`config.mk`:
```
export PLATFORM = sky130hd
export DESIGN_NAME = exec_ctrl
export DESIGN_NICKNAME = d
export VERILOG_FILES = /design/src/rtl/exec_ctrl.sv
export SDC_FILE = /design/constraint.sdc
export NUM_CORES = 1
export LEC_CHECK = 0
export CAP_MARGIN = 20
export CORE_MARGIN = 1
export CORE_UTILIZATION = 51
export DETAILED_ROUTE_END_ITERATION = 10
export GPL_TIMING_DRIVEN = 0
export HOLD_SLACK_MARGIN = 0.02
export PLACE_DENSITY = 0.9
export SLEW_MARGIN = 5
export SYNTH_ARGS = -nofsm -noshare
export SYNTH_HDL_FRONTEND = slang
export SYNTH_SLANG_ARGS = --single-unit
```
`constraint.sdc`:
```
create_clock -name clk -period 1.89 [get_ports clk]
set_clock_uncertainty 0.05 [all_clocks]
set_input_delay 0.189 -clock clk [delete_from_list [all_inputs] [get_ports clk]]
set_output_delay 0.189 -clock clk [all_outputs]
set_load 0.02 [all_outputs]
```
`src/rtl/exec_ctrl.sv`:
```
// -----------------------------------------------------------------------------
// exec_ctrl
// Fetch/decode/execute/writeback sequencer sitting upstream of the alu.
// One instruction is in flight at a time. With zero-wait memory, one
// instruction retires every 4 cycles: FETCH -> DECODE -> EXEC -> WB.
//
// Instruction word: [11:8] opcode, [7:6] rd, [5:4] rs, [3:0] imm
//
// Handshake: instr_req is high only in FETCH while run=1. A word is taken
// on the rising edge where instr_req and instr_valid are both high.
// instr_addr is meaningful only while instr_req=1. The wait for instr_valid
// has no time limit.
//
// Ports
//   clk, rst_n          clock, asynchronous active-low reset
//   run                 1 = fetch new instructions (honoured only in FETCH)
//   instr_req/addr      fetch request and current PC
//   instr_valid/data    instruction word from program memory
//   alu_op/a/b          registered operands to the alu (held between uses)
//   alu_en              one-cycle alu enable, high in EXEC
//   alu_result          alu registered result, sampled in WB
//   retire              one-cycle pulse in WB
//   z_flag              zero flag of the last writing instruction
//   dbg_state           current FSM state (FETCH=0, DECODE=1, EXEC=2, WB=3)
//
// Optional feature: define EXEC_CTRL_ZFLAG_EN to build the zero-flag
// register. Without it z_flag is tied to 0.
// -----------------------------------------------------------------------------

`ifndef CAP
`define CAP 4
`endif

`ifndef ASM_LDI
`define ASM_LDI  4'h0
`define ASM_CLR  4'h1
`define ASM_SER  4'h2
`define ASM_MOV  4'h3
`define ASM_ADD  4'h4
`define ASM_ADDI 4'h5
`define ASM_INC  4'h6
`define ASM_DEC  4'h7
`define ASM_AND  4'h8
`define ASM_ANDI 4'h9
`define ASM_OR   4'hA
`define ASM_ORI  4'hB
`define ASM_COM  4'hC
`define ASM_EOR  4'hD
`endif

module exec_ctrl #(
    parameter int PC_W   = 8,
    parameter int DATA_W = `CAP
) (
    input  logic              clk,
    input  logic              rst_n,
    input  logic              run,
    output logic              instr_req,
    output logic [PC_W-1:0]   instr_addr,
    input  logic              instr_valid,
    input  logic [11:0]       instr_data,
    output logic [3:0]        alu_op,
    output logic [DATA_W-1:0] alu_a,
    output logic [DATA_W-1:0] alu_b,
    output logic              alu_en,
    input  logic [DATA_W-1:0] alu_result,
    output logic              retire,
    output logic              z_flag,
    output logic [1:0]        dbg_state
);

    typedef enum logic [1:0] {
        S_FETCH  = 2'd0,
        S_DECODE = 2'd1,
        S_EXEC   = 2'd2,
        S_WB     = 2'd3
    } state_t;

    state_t state_q, state_d;

    logic [PC_W-1:0]   pc_q;
    logic [11:0]       ir_q;
    logic [DATA_W-1:0] rf_q [4];

    // Instruction fields
    logic [3:0] op;
    logic [1:0] rd;
    logic [1:0] rs;
    logic [3:0] imm;
    logic       op_writes;
    logic       op_uses_imm;

    assign op  = ir_q[11:8];
    assign rd  = ir_q[7:6];
    assign rs  = ir_q[5:4];
    assign imm = ir_q[3:0];

    // Opcodes that write back; everything else retires as a NOP.
    always_comb begin
        op_writes = 1'b0;
        case (op)
            `ASM_LDI, `ASM_CLR, `ASM_SER, `ASM_MOV, `ASM_ADD, `ASM_ADDI,
            `ASM_INC, `ASM_DEC, `ASM_AND, `ASM_ANDI, `ASM_OR, `ASM_ORI,
            `ASM_COM, `ASM_EOR: op_writes = 1'b1;
            default:            op_writes = 1'b0;
        endcase
    end

    // Immediate-form opcodes take operand b from the instruction word.
    always_comb begin
        op_uses_imm = 1'b0;
        case (op)
            `ASM_LDI, `ASM_ADDI, `ASM_ANDI, `ASM_ORI: op_uses_imm = 1'b1;
            default:                                  op_uses_imm = 1'b0;
        endcase
    end

    // Next-state and control outputs
    always_comb begin
        state_d   = state_q;
        instr_req = 1'b0;
        alu_en    = 1'b0;
        retire    = 1'b0;
        case (state_q)
            S_FETCH: begin
                // Gated with rst_n so the request drops the instant reset
                // asserts, even though FETCH is also the reset state.
                instr_req = run & rst_n;
                if (run && instr_valid) begin
                    state_d = S_DECODE;
                end
            end
            S_DECODE: begin
                state_d = S_EXEC;
            end
            S_EXEC: begin
                alu_en  = 1'b1;
                state_d = S_WB;
            end
            S_WB: begin
                retire  = 1'b1;
                state_d = S_FETCH;
            end
            default: begin
                state_d = S_FETCH;
            end
        endcase
    end

    // State, PC, instruction latch, operands and register file
    always_ff @(posedge clk or negedge rst_n) begin
        if (!rst_n) begin
            state_q <= S_FETCH;
            pc_q    <= '0;
            ir_q    <= '0;
            alu_op  <= '0;
            alu_a   <= '0;
            alu_b   <= '0;
            for (int i = 0; i < 4; i++) begin
                rf_q[i] <= '0;
            end
        end else begin
            state_q <= state_d;
            case (state_q)
                S_FETCH: begin
                    if (run && instr_valid) begin
                        ir_q <= instr_data;
                    end
                end
                S_DECODE: begin
                    // Operands are captured here, before any writeback, so
                    // rd==rs reads the old value.
                    alu_op <= op;
                    alu_a  <= (op == `ASM_MOV) ? rf_q[rs] : rf_q[rd];
                    alu_b  <= op_uses_imm ? DATA_W'(imm) : rf_q[rs];
                end
                S_WB: begin
                    if (op_writes) begin
                        rf_q[rd] <= alu_result;
                    end
                    pc_q <= pc_q + PC_W'(1);
                end
                default: begin
                end
            endcase
        end
    end

`ifdef EXEC_CTRL_ZFLAG_EN
    logic z_q;

    always_ff @(posedge clk or negedge rst_n) begin
        if (!rst_n) begin
            z_q <= 1'b0;
        end else if (state_q == S_WB && op_writes) begin
            z_q <= (alu_result == '0);
        end
    end

    assign z_flag = z_q;
`else
    assign z_flag = 1'b0;
`endif

    assign instr_addr = pc_q;
    assign dbg_state  = state_q;

endmodule

```
# Yosys cells after proc, flatten, opt, wreduce, memory -nomap -nowiden
# Memory sizes are Yosys's and may differ from the RTL's.
# Index checks and enable logic that the tools add are counted.
# totals
rom_bits,16
word_cells,50
memories,1
output_inout_bits,26
ff_bits,50
mem_bits_rw,0
latch_bits,0
in_bits,20
# mem_list
memory,words,width,rd,rd_clocked_by_memory_dff,wr,line_no,rtl
(no name shown),16,1,1,0,0,101,case (op)
# op_classes
mul,0
add_sub_neg,1
shifts,0
eq_ne,8
bitwise,3
n_lt_le_gt_ge,3
n_div,0
n_mux,17
n_reduce_logical,7
# op_table
op,n
4-bit two-way mux,7
4-bit binary-select mux with 2-bit select,2
16-bit bitwise mux,1
"8-bit by 1-bit adder with 8-bit output, second input constant",1
4-bit demux with 2-bit select,1
"4-bit == test, second input constant",2
2-bit case mux with 4 select lines,1
"3-bit greater-or-equal comparator, second input constant",2
2-bit NOT with 3-bit output,2
"2-bit == test, second input constant",2
"4-bit by 2-bit == test with 1-bit output, second input constant",1
"4-bit by 3-bit == test with 1-bit output, second input constant",1
4-bit logical NOT,1
1-bit two-way mux,4
2-bit AND reduction,2
4-bit OR reduction,1
"3-bit by 1-bit less-than comparator with 1-bit output, second input constant",1
"2-bit by 1-bit == test with 1-bit output, second input constant",1
1-bit logical AND,2
2-bit logical NOT,1
2-bit two-way mux,1
"2-bit inequality test, second input constant",1
1-bit AND,1

# Longest topological paths before layout
# depth
ltp_word,6
depth_mapped,5
mapped_depth_nobuf,4

# Worst setup path before layout
# OpenSTA, ideal clock, no wires.
# synth_timing
path_type,register to register
start,"reg state_q[1], in the netlist dbg_state[1]"
end,reg rf_q[12] (netlist name)
required_ns,1.713
arrival_ns,1.621
setup_time_ns,0.127
path_buffers,1
slack_ns,0.091
period_less_slack_ns,1.799
stages_incl_launch_ff,5
path_cell_list,dfrtp_1 -> ha_1 -> buf_2 -> and4bb_4 -> mux2_1
# synth_between
elab_chain_cells,2
# synth_rtl
element,line_no,rtl
"start, declared",79,"state_t state_q, state_d;"
"start signal, assigned",163,state_q <= state_d;
2-bit == test,164,case (state_q)
2-bit AND reduction (no source line),-,
"end signal, assigned by index",179,rf_q[rd] <= alu_result;
"end, declared",83,logic [DATA_W-1:0] rf_q [4];
# Every way passes these cells.
# A chain may end at the register's enable or synchronous reset.

# Worst setup path after layout
# layout_timing
start,"reg state_q[0], in the netlist dbg_state[0]"
end,out instr_req
# layout_between
elab_chain_cells,2
# layout_rtl
element,line_no,rtl
2-bit logical NOT,124,case (state_q)
1-bit two-way mux,124,
"end, declared",58,"output logic instr_req,"
# Every way passes these cells.

==> results.md <==
| Group | Quantity | This run |
|---|---|---|
| timing | Final Critical Period | 1780 ps |
| critical path | Reg-to-reg slack, setup | 150 ps |
| clocking | Clock tree root buffer cell | clkbuf_8 |
| drt | Routed WL | 4670 microns |
| critical path | Worst setup path endpoint | instr_req |
| grt | Largest net degree at the start of global routing | 29 |
| critical path | Reg2Reg Capture Point | ir_q[4] |
| finish | Final #Nets | 249 |
| drt | Remaining DRCs | 0 |
| finish | Antenna Diode Count | 0 |
| critical path | Critical path buffers and inverters | 2 |
| critical path | Max Fanout on Critical Path | 5 |
| critical path | Reg2Reg Depth | 5 |
| pwr | Portion of total power attributed to sequential cells | 39.3% |
| floorplan | Height of the chip | 69.7 microns |
| pwr | Total design power | 0.00519 W |
| critical path | R2r startpoint | dbg_state[0] |
| grt | Wire length of the first global-routing pass | 7940 microns |
| yosys | Cells after synthesis | 169 |
| critical path | Maximum cell stage delay along the critical path | 430 ps |
| clocking | Clock buffer depth | 2 |
| floorplan | Die width | 69.7 microns |
| critical path | CP cell instances | inv_1 -> ha_1 -> and3_1 -> clkdlybuf4s15_1 |
| clocking | CTS tree | yes |
| yosys | Average instance area after synthesis | 13.8 sq um |
| run | Max-Cap Viols | 0 |
| grt | All-Layer GR Usage | 21.2% |
| critical path | Crit. End Element | output port |
| timing | Number of hold violations in the final report | 0 |
| floorplan | Number of placement rows | 24 |
| timing | Worst Max-Slew Pin Slew | 519 ps |
| clocking | Post-CTS setup repair buffer count | 0 |
| critical path | Critical path startpoint | dbg_state[0] |
| clocking | Number of H-tree levels | 2 |
| place | Placed Cells | 266 |
| status | Result of the run | complete, no violations |
| pwr | Total internal power | 0.00326 W |
| finish | Final non-filler cell total | 277 |
| pwr | Reported leakage power | 1.26 nW |
| pwr | PwrDens | 1730 nW/um^2 |
| finish | Commonest cells after routing, fill and taps aside | 50 x dfrtp_1, 41 x clkdlybuf4s50_1, 30 x mux2_2 |
| critical path | Required time of the critical path | 1650 ps |
| clocking | Num CTS Buffers | 5 |
| finish | Most common cell after layout, fill and taps aside | dfrtp_1 |
| finish | Share of layout cells above drive strength 1 | 25.8% |
| timing | Headroom to the max-slew limit | 65.3% |
| pwr | Net switching component of the power | 0.00193 W |
| critical path | Type of origin of the critical path | flip-flop |
| critical path | WS Path Type | reg -> out |
| clocking | Clock-pin transition on the worst setup and hold timing paths | 100 ps |
| timing | Setup repair after global routing missed its margin | no |
| timing | F_max | 0.561 GHz |
| critical path | CP delay by family, top | flip-flops |
| pwr | Fraction of power consumed by the clock network | 12.8% |
| floorplan | Area of the die | 4860 sq um |
| clocking | Sinks on the clock net | 50 |
| yosys | Post-Synthesis Cell Area | 2340 sq um |
| yosys | Syn_nets | 194 |
| critical path | Data arrival time of the critical path | 1540 ps |
| drt | Routed vias | 1563 |
| floorplan | Initial Utilization | 53.3% |
| timing | Max-slew violation count | 0 |
| place | Count of input and output buffers | 44 |
| drt | Vias/cell | 5.64 |
| floorplan | Placeable core region | 4380 sq um |
| timing | Period Utilization, post-route | 94.2% |
| place | Routability Congestion | 0.754 |
| yosys | Fraction of the yosys area taken by sequential cells | 53.5% |
| grt | Antenna violations before repair | 0 |
| drt | Drt pass-1 iters | 4 |
| place | Placed wire-length estimate | 3310 microns |
| pwr | Power share of the combinational group | 47.9% |
| grt | Vias in the first global route | 1614 |
| floorplan | I/O pin cnt | 46 |
| grt | Grt total ovfl | 0 |
| pwr | Switching Share | 37.1% |
| timing | Total setup violations reported at the end of the flow | 0 |
| clocking | Clock latency of the later-clocked register in the worst-skew pair | 300 ps |
| pwr | Worst supply voltage drop on vdd | 0.898 mV |
| critical path | Number of logic stages on the critical path including buffering | 4 |
| yosys | Count of synthesis-stage warnings from yosys | 0 |
| drt | Initial DRC count | 109 |
| hold path | Min-delay worst type | in -> async |
| critical path | Crit-path slowest cell | dfrtp_1 |
| finish | Post-synthesis to final-layout area growth | 28.1% |
| drt | Average routed wire per standard cell | 16.8 microns |
| yosys | #FFs+latches synth | 50 |
| yosys | Synth unique cells | 29 |
| drt | DRT antenna net count | 0 |
## Yosys cell counts
cell / instances / area [sq um]
mux2_2: 30 / 338
a21oi_1: 4 / 20.0
nor4bb_1: 1 / 10.0
o211ai_1: 4 / 30.0
conb_1: 1 / 3.75
o2111ai_1: 4 / 35.0
or2_1: 1 / 6.26
and3_1: 1 / 6.26
mux2i_1: 4 / 40.0
and4bb_4: 1 / 16.3
nand4b_1: 2 / 17.5
xnor2_1: 3 / 26.3
ha_1: 5 / 62.6
nor2_1: 7 / 26.3
nand4_1: 3 / 18.8
buf_2: 5 / 25.0
buf_4: 3 / 22.5
a31oi_1: 1 / 6.26
nand2_1: 9 / 33.8
mux4_2: 8 / 180
dfrtp_1: 50 / 1250
nand3b_1: 1 / 7.51
xor2_1: 5 / 43.8
nor3_1: 1 / 5.00
inv_1: 2 / 7.51
nand3_1: 4 / 20.0
o21a_1: 1 / 7.51
nand2b_1: 4 / 25.0
mux2_1: 4 / 45.0
## worst min-delay path by stage
stage | start | endpoint | slack, ps | cells past startpoint
5_1_grt | rst_n | alu_b[3] | 420 | 2
4_1_cts | instr_addr[7] | instr_addr[7] | 420 | 1
6_report | rst_n | alu_b[3] | 400 | 2
2_1_floorplan | rst_n | alu_a[0] | -160 | 0
3_5_place_dp | rst_n | rf_q[6] | 150 | 1
3_3_place_gp | instr_addr[7] | instr_addr[7] | 410 | 1
## registers in the layout (all words and copies together) (netlist names)
register	count
ir_q	12
alu_a	4
instr_addr	8
alu_b	4
alu_op	4
rf_q	16
dbg_state	2
## through the flow
step	setup slack (ps)	util, %	TNS [ps]	hold slack (ps)	instance area [sq um]
global placement	-1520	64.8	-41580	410	2840
global route	25.1	68.3	0	424	2990
CTS	12.3	67.9	0	424	2980
finish	109	68.3	0	404	2990
floorplan	91.4	-	0	-157	2340
detailed placement	141	65.2	0	151	2860
## logic make-up (layout without fill, tap and decap cells)
kind of cell    count (synthesis)  count (layout)  share of synthesized area, %
mux                            46              46                          25.8
other cells                     1               1                         0.160
buf+inv                        10              66                          2.36
compound gates                 14              14                          4.23
fa+ha+maj                       5               5                          2.68
flops                          50              50                          53.5
simple gates                   35              35                          8.24
xor+xnor                        8               8                          3.00
## per-layer routing
metal  vias to the layer above  track usage [%]  wire length [microns]
met1                       798             27.9                   2110
li1                        726                -                      -
met4                         0             5.33                     37
met2                        34             35.6                   2350
met5                         -                0                      0
met3                         5             4.94                    162
## area by class of cell
| type | instances | area (sq um) |
|---|---|---|
| Clock inverter | 2 | 16.3 |
| Timing Repair Buffer | 48 | 493 |
| Multi-Input combinational cell | 109 | 1030 |
| Buffer | 8 | 47.5 |
| Tap cell | 52 | 65.1 |
| Sequential cell | 50 | 1250 |
| Clock buffer | 6 | 82.6 |
| Fill cell | 338 | 1390 |
| Inverter | 2 | 7.51 |
## power groups by stage
stage          sequential (W)  combinational [W]  clock (W)
2_1_floorplan         0.00217            0.00146          0
3_3_place_gp          0.00200            0.00240          0
3_5_place_dp          0.00205            0.00248          0
4_1_cts               0.00203            0.00249   0.000674
5_1_grt               0.00211            0.00269   0.000719
6_report              0.00204            0.00249   0.000664
## repair_timing
action | CTS | global route
hold buffers | 2 | 0
resized for setup | 1 | 2
hold endpoints to repair | 22 | 0
endpoints found under the setup margin | 1 | 2
Power figures use the tool's default switching activity.
==> patch 1: new RTL, config.mk and constraints unchanged <==
Add an input register stage for `run`, `instr_valid` and `instr_data`, without a reset; this delays them by one clock. The other inputs are not delayed to match.
--- a/src/rtl/exec_ctrl.sv
+++ b/src/rtl/exec_ctrl.sv
@@ -76,6 +76,16 @@
         S_WB     = 2'd3
     } state_t;
 
+    logic run_q;
+    logic instr_valid_q;
+    logic [11:0] instr_data_q;
+
+    always_ff @(posedge clk) begin
+        run_q         <= run;
+        instr_valid_q <= instr_valid;
+        instr_data_q  <= instr_data;
+    end
+
     state_t state_q, state_d;
 
     logic [PC_W-1:0]   pc_q;
@@ -125,8 +135,8 @@
             S_FETCH: begin
                 // Gated with rst_n so the request drops the instant reset
                 // asserts, even though FETCH is also the reset state.
-                instr_req = run & rst_n;
-                if (run && instr_valid) begin
+                instr_req = run_q & rst_n;
+                if (run_q && instr_valid_q) begin
                     state_d = S_DECODE;
                 end
             end
@@ -163,8 +173,8 @@
             state_q <= state_d;
             case (state_q)
                 S_FETCH: begin
-                    if (run && instr_valid) begin
-                        ir_q <= instr_data;
+                    if (run_q && instr_valid_q) begin
+                        ir_q <= instr_data_q;
                     end
                 end
                 S_DECODE: begin
Behaviour: not the same (a bounded check fails within 4 cycles, from zero or initial values and one cycle with rst_n low).
==> patch 1 against the original RTL <==
Sequential cell count up 14. Die area increased by 13%. Power rose by 20%. Combinational power is 2% higher. Wire length up 5.0%. Fmax rose by 1.2%. Hold slack got worse by 0.16 ns. Critical path type unchanged. Non-clock buffer count did not move. Sequential share of layout area increased by 2.8 points. Area after synthesis increased by 13%. Cell area rose by 15%. Worst setup slack gained 0.021 ns.
==> patch 1: results (changes against the original RTL) <==
Run status
  – Status: complete, no violations

Route
  – Routed WL per cell: 15.6 um (-7.7%)
  – Drt pass-1 iters: 4 (unchanged)
  – Drt via density: 5.46 (-3.2%)
  – Initial detailed-routing violation count: 69 (-37%)

Synthesis
  – Net count after synthesis: 211 (+8.8%)
  – Distinct cell type count after synthesis: 34 (+17%)
  – Commonest cells in the netlist: dfrtp_1, mux2_1, dfxtp_1, mux2_2, nor2_1
  – Seq/Total Area, Yosys: 58.0% (+4.4 points)
  – Synth Area in XOR/XNOR: 2.32% (-0.68 points)
  – Synth area leader: dfrtp_1
  – Synth Area in Adders: 2.84% (+0.17 points)
  – Synth Area in Compound Gates: 3.32% (-0.91 points)
  – Warnings from Yosys: 0 (unchanged)
  – Synthesized instance count: 185 (+9.5%)
  – Post-synthesis async set-or-reset flop share: 78.1% (-22 points)
  – Mux contribution to synthesized area: 22.8% (-3.0 points)
  – Top cells by area, synth: dfrtp_1, dfxtp_1, mux2_1

Hold path
  – Hold Crit Depth: 1
  – Hold EP: instr_data_q[0]
  – Tightest Hold Check Type: in -> reg
  – Hold Path Origin: instr_data[0]

Critical path
  – CP arrival: 1.52 ns (-0.02 ns)
  – FF-to-FF End: rf_q[3]
  – FF-to-FF path depth: 4 (-1)
  – CP Max Fanout: 4 (-1)
  – FF-to-FF setup slack: 0.15 ns (about the same)
  – Crit Reg-Reg Startpoint: dbg_state[1]

Power and ir drop
  – P_sw: 2.14 mW (+11%)
  – Max IR drop VDD: 820 uV (-8.7%)
  – Leak: 1.48 nW (+17%)

Final layout
  – Layout cells sized above 1: 18.1% (-7.6 points)
  – Nets: 269 (+8.0%)
  – Top flop regs: rf_q: 16 flops, instr_data_q: 12 flops, ir_q: 12 flops
  – Fill cell count: 334 (-1.2%)
  – Non-Filler Instances: 315 (+14%)
  – Area of the multi-input gates: 1060 um^2 (+2.7%)
  – N_diodes: 0 (unchanged)

Clock tree
  – Skew-Pair Late Insertion Delay: 0.34 ns (+0.04 ns)
  – CTS Buf Count: 9 (+4)
  – Post CTS Setup Buffer Count: 0 (unchanged)
  – Clock tree buffer depth: 2 (unchanged)
  – CTS H-Tree Depth: 3 (+1)
  – CTS clock-pin slew for the worst setup and hold paths: 0.07 ns (-0.03 ns)
  – CTS root buf: clkbuf_8

Global route
  – First-pass GRT wire length: 8.37 mm (+5.5%)
  – Initial antenna violation count: 0 (unchanged)
  – Vias in the first global route: 1724 (+6.8%)
  – GR met3 Demand/Resource: 9.35% (+4.4 points)
  – Pin count of the biggest net entering global routing: 30 (+3.4%)
  – All-layer global routing usage: 21.4% (+0.20 points)
  – Met2 Use GR: 33.4% (-2.2 points)
  – Met1 GRT Util: 27.2% (-0.74 points)

Placed design
  – Hpwl dp: 3.39 mm (+2.3%)
  – Inst Count DP: 297 (+12%)
  – Port buffer count: 44 (unchanged)
  – RePlAce Congestion: 0.789 (+4.7%)
  – Placed cell area: 3180 um^2 (+11%)

STA
  – Slew HR: 35.0% (-30 points)
## patch 1: cell count changes after synthesis, sizes merged, moves of 2 or more
cell	before	now
o31ai	0	4
a31oi	1	4
o211ai	4	0
nand3	4	2
nand2	9	2
clkbuf	0	3
dfxtp	0	14
nor2	7	10
o2111ai	4	0
xor2	5	3
nand2b	4	0
buf	8	6
nand4	3	9
## patch 1: area by class of cell
type                       instances  share of cell area, %
multi-input combinational        110                   30.8
timing repair buffer              47                   13.9
clock inverter                     2                   1.75
inverter                           2                  0.218
clock buffer                      14                   5.02
buffer                             9                   1.27
sequential                        64                   44.6
tap                               67                   2.44
## patch 1: worst max-delay path by stage
stage / startpoint / to / slack (ns)
5_1_grt: dbg_state[1] / rf_q[0] / 0.008
3_3_place_gp: rst_n / instr_req / -1.54
6_report: dbg_state[0] / instr_req / 0.13
4_1_cts: dbg_state[1] / retire / 0.04
2_1_floorplan: dbg_state[1] / rf_q[12] / 0.07
3_5_place_dp: rst_n / instr_req / -0.05
## patch 1: per-stage QoR
step | worst slack [ns] | hold slack [ns]
2_1_floorplan | 0.0731 | -0.157
3_3_place_gp | -1.54 | 0.374
3_5_place_dp | -0.0451 | 0.147
4_1_cts | 0.0431 | 0.225
5_1_grt | 0.00758 | 0.220
6_report | 0.130 | 0.241
## patch 1: cell families after synthesis
family	after synthesis
XOR/XNOR	7
multiplexers	46
flip-flops	64
buffers and inverters	11
adder cells (fa/ha/maj)	6
other	1
AND/OR/NAND/NOR	36
AO/OA/AOI/OAI	14
## patch 1: worst max-delay path: stages (launching register included)
cell and delay, ns:
dfrtp_1 0.42, inv_1 0.13, ha_1 0.19, and3_1 0.15, clkdlybuf4s15_1 0.29
## patch 1: power by group through the flow
stage               clock network (mW)  logic, mW  registers [mW]
finish                            1.34       2.54            2.37
global route                      1.44       2.77            2.46
CTS                               1.37       2.54            2.38
detailed placement                   0       2.52            2.40
global placement                     0       2.44            2.35
floorplan                            0       1.46            2.53
## patch 1: timing repair
item,CTS,global route
hold buffers,2,0
cloned,0,0
resized for setup,2,3
endpoints found under the hold margin,22,0
endpoints found under the setup margin,2,26
## patch 1: layer usage
layer / part of all wire, % / up-vias
met2: 49 / 63
met4: 1.6 / 0
met1: 44 / 844
met5: 0 / -
met3: 5.7 / 14
li1: - / 800
==> patch 2: new RTL, same settings <==
Made on the original files. Change the macro `CAP` from 4 to 2.
--- a/src/rtl/exec_ctrl.sv
+++ b/src/rtl/exec_ctrl.sv
@@ -28,7 +28,7 @@
 // -----------------------------------------------------------------------------
 
 `ifndef CAP
-`define CAP 4
+`define CAP 2
 `endif
 
 `ifndef ASM_LDI
Ports: changed (resized alu_a, alu_b and alu_result); port bits go from 46 to 40. No check against the original RTL was run, so the function may have changed too.
==> patch 2 against the original RTL <==
Wire length shrank 32%. First-iteration DRC count fell by 74%. Area after synthesis fell by 28%. Worst setup slack better by 0.0037 ns. The run now ends with hold timing left. Power fell by 30%. Fmax rose by 0.21%. Sequential power is 28% lower. Clock power shrank 36%. Highest routed layer unchanged. Register-to-register slack better by 0.07 ns. Sequential cell count is 14 lower. Cell area decreased by 28%. Via count down 29%. Largest cell class unchanged. Global-route usage fell by 0.57 points.
==> patch 2: results (changes against the original RTL) <==
Run status
  – Status: complete, but fails checks
  – Failing checks: hold timing

Power and ir drop
  – Max IR drop VDD: 1050 uV (+17%)
  – Clock Power: 422 uW (-36%)
  – P_sw: 1.37 mW (-29%)
  – Leak: 0.917 nW (-27%)
  – Sequential fraction of design power: 40.3% (+1.0 points)

Final layout
  – Fill cell count: 236 (-30%)
  – Clk tree area frac: 2.86% (-0.44 points)
  – Area of the multi-input gates: 739 um^2 (-28%)
  – Multi-In Gates: 79 (-28%)
  – Reg with most FFs: ir_q
  – Seq/total area: 42.1% (+0.27 points)
  – Nets: 187 (-25%)
  – Data buffer area share: 17.6% (-0.41 points)
  – Layout cells sized above 1: 26.7% (+0.89 points)

Global route
  – All-layer global routing usage: 20.6% (-0.57 points)
  – Vias in the first global route: 1152 (-29%)
  – Pin count of the biggest net entering global routing: 38 (+31%)
  – First-pass GRT wire length: 5.17 mm (-35%)

Critical path
  – Slowest-stage cell, CP: clkdlybuf4s50_1
  – CP Max Fanout: 4 (-1)
  – CP top delay family: buffers and inverters
  – Crit Reg-Reg Startpoint: dbg_state[1]
  – Crit path largest cell delay: 0.60 ns (+0.17 ns)

Synthesis
  – Top cells by area, synth: dfrtp_1, mux2_2, ha_1
  – Seq/Total Area, Yosys: 53.8% (+0.28 points)
  – Register bit count reported by yosys: 36 (-28%)
  – Net count after synthesis: 144 (-26%)
  – Distinct cell type count after synthesis: 27 (-6.9%)
  – Commonest cells in the netlist: dfrtp_1, mux2_2, nor2_1, nand2_1, ha_1

STA
  – Final Hold Fails: 36 (+36)
  – WHS: -0.129 ns (-0.533 ns)

Clock tree
  – Skew-Pair Late Insertion Delay: 0.34 ns (+0.04 ns)
  – CTS H-Tree Depth: 2 (unchanged)

Route
  – Initial detailed-routing violation count: 28 (-74%)
  – Vias: 1115 (-29%)
  – Routed WL per cell: 15.1 um (-10%)

Placed design
  – Port buffer count: 36 (-18%)
  – Hpwl dp: 2.33 mm (-30%)
  – RePlAce Congestion: 0.738 (-2.1%)
==> patch 2: changes by cell type after synthesis, sizes merged, moves of 3 or more <==
cell / change
buf: -4
dfrtp: -14
mux2: -11
mux4: -4
nand2: -3
nand2b: -4
o2111ai: -4
o211ai: -4
==> patch 2: routing by layer <==
metal	GRT usage, %	share of wire [%]
met1	23.2	40
met2	36.0	52
met5	0	0
met3	7.86	5.7
met4	6.12	1.7
==> patch 2: what timing repair did <==
action	CTS	global route
resized for setup	3	2
setup endpoints to repair	2	1
hold endpoints to repair	36	36
==> patch 2: worst paths after layout <==
check | cells after the start | to | slack [ns]
setup / recovery | 2 | retire | 0.11
hold / removal | 1 | alu_op[0] | -0.13
setup reg to reg | 5 | rf_q[6] | 0.22
hold reg to reg | 1 | instr_addr[7] | 0.43
max in group asynchronous | 1 | rf_q[2] | 1.41
min in group clk | 2 | ir_q[9] | 0.41
==> patch 2: per-stage QoR <==
| step | instance area, um^2 | cells | hold WS [ns] | power [mW] | setup TNS (ns) |
|---|---|---|---|---|---|
| after floorplan | 1670 | 121 | -0.157 | 2.60 | 0 |
| after global placement | 2090 | 201 | 0.414 | 3.14 | -5.79 |
| after detailed placement | 2080 | 201 | 0.260 | 3.25 | -0.0641 |
| after CTS | 2140 | 209 | -0.115 | 3.68 | 0 |
| after global routing | 2140 | 209 | -0.0887 | 3.90 | 0 |
| final | 2140 | 209 | -0.129 | 3.65 | 0 |
==> patch 2: cell families (layout without fill, tap and decap cells) <==
group / after synthesis / after routing / synth area share [%]
flops: 36 / 36 / 53.8
mux: 31 / 31 / 23.7
simple gates: 27 / 27 / 9.04
xor+xnor: 8 / 8 / 4.18
compound gates: 7 / 7 / 3.14
buf+inv: 6 / 50 / 2.17
fa+ha+maj: 5 / 5 / 3.74
other cells: 1 / 1 / 0.224
